`src/rtl/fifo_read_scheduler.sv`:
```
// FIFO read scheduler: pulls samples from a FIFO and hands them to the
// UART path or one of two I2S rates, repeating the last sample on underrun.
module fifo_read_scheduler #(
  parameter int BPS        = 16,
  parameter int FRAME_SIZE = 1,
  parameter int DIV_44K    = 227,
  parameter int DIV_2H     = 5000000,
  localparam int W         = FRAME_SIZE * BPS
) (
  input  logic         in_clk,
  input  logic         in_reset,
  input  logic [1:0]   in_mode,
  input  logic         in_fifo_empty,
  input  logic [W-1:0] in_fifo_data,
  input  logic         in_uart_ready,
  output logic         out_fifo_rd_en,
  output logic [W-1:0] out_sample,
  output logic         out_uart_en,
  output logic         out_i2s2H_en,
  output logic         out_i2s441kH_en,
  output logic [7:0]   out_underrun_cnt,
  output logic         out_busy
);

  localparam int DMAX = (DIV_2H > DIV_44K) ? DIV_2H : DIV_44K;
  localparam int CW   = $clog2(DMAX);
  localparam logic [CW-1:0] TOP_44K = CW'(DIV_44K - 1);
  localparam logic [CW-1:0] TOP_2H  = CW'(DIV_2H - 1);

  localparam logic [1:0] M_UART = 2'b00;
  localparam logic [1:0] M_2H   = 2'b01;
  localparam logic [1:0] M_44K  = 2'b10;

  typedef enum logic [2:0] {
    IDLE,
    READ,
    LATCH,
    ISSUE,
    WAIT_ACK
  } state_t;

  state_t         state_q, state_d;
  logic [1:0]     mode_q, mode_d;
  logic [1:0]     op_q, op_d;
  logic [CW-1:0]  cnt_q, cnt_d;
  logic           pend_q, pend_d;
  logic [W-1:0]   sample_q, sample_d;
  logic           rd_q, rd_d;
  logic           uart_q, uart_d;
  logic           i2h_q, i2h_d;
  logic           i44_q, i44_d;
  logic [7:0]     ucnt_q, ucnt_d;
  logic           busy_q, busy_d;
  logic           take_tick;
  logic           wrap;
  logic [CW-1:0]  tick_top;

  // Rate tick: counts only in I2S modes, restarts on any mode change.
  always_comb begin
    mode_d   = in_mode;
    cnt_d    = cnt_q;
    pend_d   = pend_q;
    wrap     = 1'b0;
    tick_top = TOP_44K;
    if (mode_q == M_2H) tick_top = TOP_2H;
    if (in_mode != mode_q) begin
      cnt_d  = '0;
      pend_d = 1'b0;
    end else if (mode_q == M_2H || mode_q == M_44K) begin
      if (cnt_q == tick_top) begin
        cnt_d = '0;
        wrap  = 1'b1;
      end else begin
        cnt_d = cnt_q + 1'b1;
      end
    end else begin
      cnt_d = '0;
    end
    if (take_tick) pend_d = 1'b0;
    if (wrap) pend_d = 1'b1;
  end

  // Scheduler FSM; strobes are derived from the next state so they
  // appear registered in the cycle the FSM occupies that state.
  always_comb begin
    state_d   = state_q;
    op_d      = op_q;
    sample_d  = sample_q;
    ucnt_d    = ucnt_q;
    take_tick = 1'b0;
    unique case (state_q)
      IDLE: begin
        unique case (in_mode)
          M_UART: begin
            if (in_uart_ready && !in_fifo_empty) begin
              op_d    = M_UART;
              state_d = READ;
            end
          end
          M_2H, M_44K: begin
            if (pend_q && in_mode == mode_q) begin
              take_tick = 1'b1;
              op_d      = in_mode;
              if (!in_fifo_empty) begin
                state_d = READ;
              end else begin
                state_d = ISSUE;
                if (ucnt_q != 8'hFF) ucnt_d = ucnt_q + 8'd1;
              end
            end
          end
          default: ;
        endcase
      end
      READ:  state_d = LATCH;
      LATCH: begin
        sample_d = in_fifo_data;
        state_d  = ISSUE;
      end
      ISSUE: state_d = (op_q == M_UART) ? WAIT_ACK : IDLE;
      WAIT_ACK: begin
        if (!in_uart_ready) state_d = IDLE;
      end
      default: state_d = IDLE;
    endcase
    rd_d   = (state_d == READ);
    uart_d = (state_d == ISSUE) && (op_d == M_UART);
    i2h_d  = (state_d == ISSUE) && (op_d == M_2H);
    i44_d  = (state_d == ISSUE) && (op_d == M_44K);
    busy_d = (state_d != IDLE);
  end

  // State and registered outputs.
  always_ff @(posedge in_clk or posedge in_reset) begin
    if (in_reset) begin
      state_q  <= IDLE;
      mode_q   <= M_UART;
      op_q     <= M_UART;
      cnt_q    <= '0;
      pend_q   <= 1'b0;
      sample_q <= '0;
      rd_q     <= 1'b0;
      uart_q   <= 1'b0;
      i2h_q    <= 1'b0;
      i44_q    <= 1'b0;
      ucnt_q   <= 8'd0;
      busy_q   <= 1'b0;
    end else begin
      state_q  <= state_d;
      mode_q   <= mode_d;
      op_q     <= op_d;
      cnt_q    <= cnt_d;
      pend_q   <= pend_d;
      sample_q <= sample_d;
      rd_q     <= rd_d;
      uart_q   <= uart_d;
      i2h_q    <= i2h_d;
      i44_q    <= i44_d;
      ucnt_q   <= ucnt_d;
      busy_q   <= busy_d;
    end
  end

  assign out_fifo_rd_en   = rd_q;
  assign out_sample       = sample_q;
  assign out_uart_en      = uart_q;
  assign out_i2s2H_en     = i2h_q;
  assign out_i2s441kH_en  = i44_q;
  assign out_underrun_cnt = ucnt_q;
  assign out_busy         = busy_q;

endmodule

```
`config.mk`:
```
export PLATFORM = sky130hd
export DESIGN_NAME = fifo_read_scheduler
export DESIGN_NICKNAME = d
export VERILOG_FILES = /design/src/rtl/fifo_read_scheduler.sv
export SDC_FILE = /design/constraint.sdc
export NUM_CORES = 1
export LEC_CHECK = 0
export ABC_AREA = 1
export CAP_MARGIN = 20
export CORE_ASPECT_RATIO = 1.4
export CORE_MARGIN = 2
export CORE_UTILIZATION = 40
export DETAILED_ROUTE_END_ITERATION = 16
export GPL_TIMING_DRIVEN = 0
export PLACE_DENSITY = 0.74
export SYNTH_ARGS = -nofsm -noshare
export SYNTH_HDL_FRONTEND = slang
export SYNTH_SLANG_ARGS = --single-unit
```
`constraint.sdc`:
```
create_clock -name in_clk -period 4.65 [get_ports in_clk]
set_clock_uncertainty 0.05 [all_clocks]
set_input_delay 0.6975 -clock in_clk [delete_from_list [all_inputs] [get_ports in_clk]]
set_output_delay 0.6975 -clock in_clk [all_outputs]
set_load 0.02 [all_outputs]
```
* After elaboration in Yosys (flattened, before gate mapping)
Index checks and enable logic that the tools add are counted.
** Word-level totals
- Bits of input ports :: 22
- Output and inout bits :: 29
- Word-level logic and storage cells :: 69
- Register bits :: 60
** Cells by class
- Equality and inequality tests :: 16
- Multiplexer cells :: 24
- Reduce and logical (&&, ||, !) cells :: 15
- $add $sub $neg :: 2
** Operator list (count)
- 23-bit two-way mux :: 4
- 23-bit by 1-bit adder with 23-bit output, second input constant :: 1
- 23-bit == test :: 1
- 3-bit case mux with 5 select lines :: 1
- 3-bit two-way mux :: 4
- 3-bit by 2-bit == test with 1-bit output, second input constant :: 3
- 1-bit two-way mux :: 9
- 8-bit by 1-bit adder with 8-bit output, second input constant :: 1
- 2-bit two-way mux :: 4
- 8-bit inequality test, second input constant :: 1
- 2-bit by 1-bit == test with 1-bit output, second input constant :: 3
- 2-bit == test, second input constant :: 3
- 3-bit by 1-bit == test with 1-bit output, second input constant :: 2
- 2-bit logical NOT :: 3
- 3-bit case mux with 2 select lines :: 1
- 3-bit nonzero test :: 2
- 1-bit logical AND :: 5
- 5-bit AND reduction :: 1
- 2-bit case mux with 2 select lines :: 1
- 3-bit == test, second input constant :: 1
- 3-bit logical NOT :: 1
- 2-bit == test :: 1
- 2-bit inequality test :: 1
- 2-bit OR reduction :: 1
- other kinds (2) :: 2

* Logic depth before layout (Yosys ltp)
- Depth after elaboration :: 7
- Mapped depth :: 11
- Depth with buffers taken out :: 11

* Worst setup path before layout
OpenSTA, ideal clock, no wires.
- Path type :: input to register
- From :: in in_mode[0]
- To :: reg ucnt_q[2], in the netlist out_underrun_cnt[2]
- Required time :: 4479 ps
- Setup time :: 121 ps
- Slack :: 2791 ps
- Cell stages on the path :: 7
- Data arrival time :: 1688 ps
- Buffers on the path :: 0
- Path through :: inv_2 ha_1 nand4_2 nor2_4 nand2_2 o21ai_1 nand2_1
** Between the ends
- Longest elaborated chain between the ends :: 3
- Elaborated cells between the ends (all ways) :: 6
- Those cells by class :: eq/ne: 3; reduce/logical: 3
** Ends and longest elaborated chain
- from (decl) :: RTL line 12 : input logic [1:0] in_mode,
- 2-bit by 1-bit == test with 1-bit output, or another cell as far along :: RTL line 93 : unique case (in_mode)
- 2-bit OR reduction or 1-bit logical AND (tied branches) :: RTL line 93, 101
- 5-bit AND reduction (no source line) (*)
- to (signal assigned) :: RTL line 159 : ucnt_q <= ucnt_d;
- to (decl) :: RTL line 52 : logic [7:0] ucnt_q, ucnt_d;
Mark *: on every way between the ends. The rest lies on a longest branch, timed or not.
A chain may end at the register's enable or synchronous reset.

* Worst setup path after layout
Ends and elaborated chain as after synthesis.

==> metrics <==
CP startpoint kind input port; crit path kind input port to flip-flop; Post-Route Setup TNS 0 ns; pins over their slew limit 0; CTS tree done; clk root buf clkbuf_8; Post-synth top flop dfrtp_1; post-synth top area share between 40 and 50%; Syn. warnings 0; Syn-to-layout area delta 26.90%; pre-CTS setup slack about 1.9 ns; Seq/Total Area, Yosys between 40% and 50%; Area contributors post-synth dfrtp_1, nand2_1, nor2_1; GP Congestion 0.8996; postcts setup bufs 0; Via density 4.848; IO Port Bufs 50; hold path startpoint op_q[1]; worst hold stages 1; worst endpoint required time about 4.8 ns; Hold Fails Final Rpt 0; Finished Core Util between 50 and 60%; WL/cell roughly 13 um; Clock transition at path regs ~0.070 ns; Pwr Total 1705 uW; fmax around 410 MHz; Antenna Nets Post-Route 0; Distinct cells, synth 27; GRT Overall Usage approximately 17%; worst slew pin tran between 0.4 and 0.5 ns; Routed WL 6647 um; H-tree levels 3; antenna diode count 0; Residual DRC 0; clk sinks 60; Yosys top cell by area dfrtp_1; most frequent cells after synthesis nand2_1, nor2_1, dfrtp_1; Row Count 38; Mapped Area 3112 sq um; final setup margin approximately 2.2 ns; core area between 7000 and 8000 sq um; leak pwr 0.001714 uW; number of global-route vias before repair between 2000 and 3000; CTS Hold Bufs 0; largest net degree at the start of global routing 43; DP HPWL ~5000 um; I/O pin cnt a little over 50; hold crit path type flip-flop to flip-flop; post-route non-filler standard cell count around 530; post_cts resized 0; Placed Instances 511; Syn Nets approximately 390; routed via count roughly 2600; Initial DRT Pass Iterations 5; gate count after technology mapping 360; Die ar. 8511 sq um; Worst EP arrival roughly 2.6 ns; Tcrit/Tclk final 52.01%; RR Endpoint cnt_q[9]; starting density of the core about two fifths; Crit Path Max Fanout 10; Post-synth EDFFs 0; initial drt markers roughly 120; share of layout cells above drive strength 1 between 10% and 20%; flops & latches, synth 60; total of max-cap violations 0; worst setup path startpoint in_mode[0]; power density cells 431.7 nW/um^2; minimum clock period 2.418 ns; initial antenna violation count 0; max_slew headroom about 70%; FF-to-FF setup slack around 2.7 ns; Total Nets Final 449; syn avg cell area 8.644 sq um; fraction of registers with async set/reset between 90% and 100%; outcome finished clean; global-route wire length before repair approximately 12000 um; most frequent cell after synthesis nand2_1; final setup vio count 0; unrepaired setup endpoints after global routing no; CTS Buf Count 9; die height about 110 um; Reg2Reg Depth 10; Max clock buf depth 2; worst skew pair latency 0.33 ns; VDD IR max around 0.00037 V; CP Capture Type flip-flop; chip width about 80 um; gr ovfl total 0; Reg2Reg Launch Point mode_q[1]; worst-case hold path end point state_q[2]
-- metrics by stage --
stage	cell area [sq um]	hold WS [ns]
after floorplan	3112	0.3984
after global placement	3737	0.4307
after detailed placement	3757	0.4339
after CTS	3949	0.4458
after global routing	3949	0.4600
final	3949	0.4518
-- cell families (layout without fill, tap and decap cells) --
kind of cell / after synthesis / after routing / share of synthesized area (%)
mux: 16 / 16 / 5.790
simple gates: 208 / 208 / 30.84
flops: 60 / 60 / 48.25
fa+ha+maj: 5 / 5 / 2.010
compound gates: 11 / 11 / 1.890
buf+inv: 37 / 104 / 4.745
xor+xnor: 23 / 23 / 6.474
-- where the power goes --
group | leakage, uW | internal, uW | switching, uW
clock | 0.0000927 | 247 | 213
sequential | 0.000788 | 620 | 48.2
combinational | 0.000834 | 288 | 289
total | 0.00171 | 1150 | 550
-- registers in the layout, indices dropped and copies added (netlist names), 2 cells and up --
signal / flops
op_q: 2
out_underrun_cnt: 8
mode_q: 2
cnt_q: 23
state_q: 3
out_sample: 16
-- layer usage --
metal  part of all wire [%]  vias to the layer above  routed length (um)  global-route usage [%]
met4                    1.4                        0                  93                   6.015
met3                    3.3                        8                 220                   4.758
met1                     40                     1223                2687                   19.46
li1                       -                     1271                   -                       -
met2                     55                       53                3646                   31.87
met5                      0                        -                   0                       0
-- worst max-delay path, stage by stage --
cell and delay (ns):
clkdlybuf4s50_1 0.63, inv_2 0.09, ha_1 0.37, nand4_2 0.18, nor2_4 0.21, nand2_2 0.19, o21ai_1 0.17, nand2_1 0.06
-- layout make-up --
type	instances	area, sq um
fill	712	3706
sequential	60	1501
multi-input combinational	263	1463
timing repair buffer	51	520.5
inverter	35	131.4
clock buffer	10	127.6
tap	100	125.1
clock inverter	6	63.81
buffer	2	16.27
-- how the worst max path moves through the flow --
stage / end / slack [ns] / cells after the start
2_1_floorplan: cnt_q[0] / 2.42 / 1
3_3_place_gp: cnt_q[12] / 1.35 / 2
3_5_place_dp: out_underrun_cnt[2] / 1.90 / 8
4_1_cts: out_underrun_cnt[2] / 2.27 / 8
5_1_grt: out_underrun_cnt[2] / 2.11 / 8
6_report: out_underrun_cnt[2] / 2.23 / 8
-- cells in the final DEF (no fill, tap or decap), types with 3 or more instances in the layout --
master and count:
xor2_1 15, nand2_2 9, xnor2_1 8, clkdlybuf4s50_1 50
nor2_1 65, clkbuf_8 9, a21oi_1 3, ha_1 5
o21ai_0 6, nand3_1 19, inv_2 4, nor2_4 4
mux2_2 16, nor2_2 4, nor3_2 3, inv_1 31
nand4_1 12, nand2_1 84, nor3_1 3, dfrtp_1 60
No activity file was read; power rests on OpenSTA's default activity.
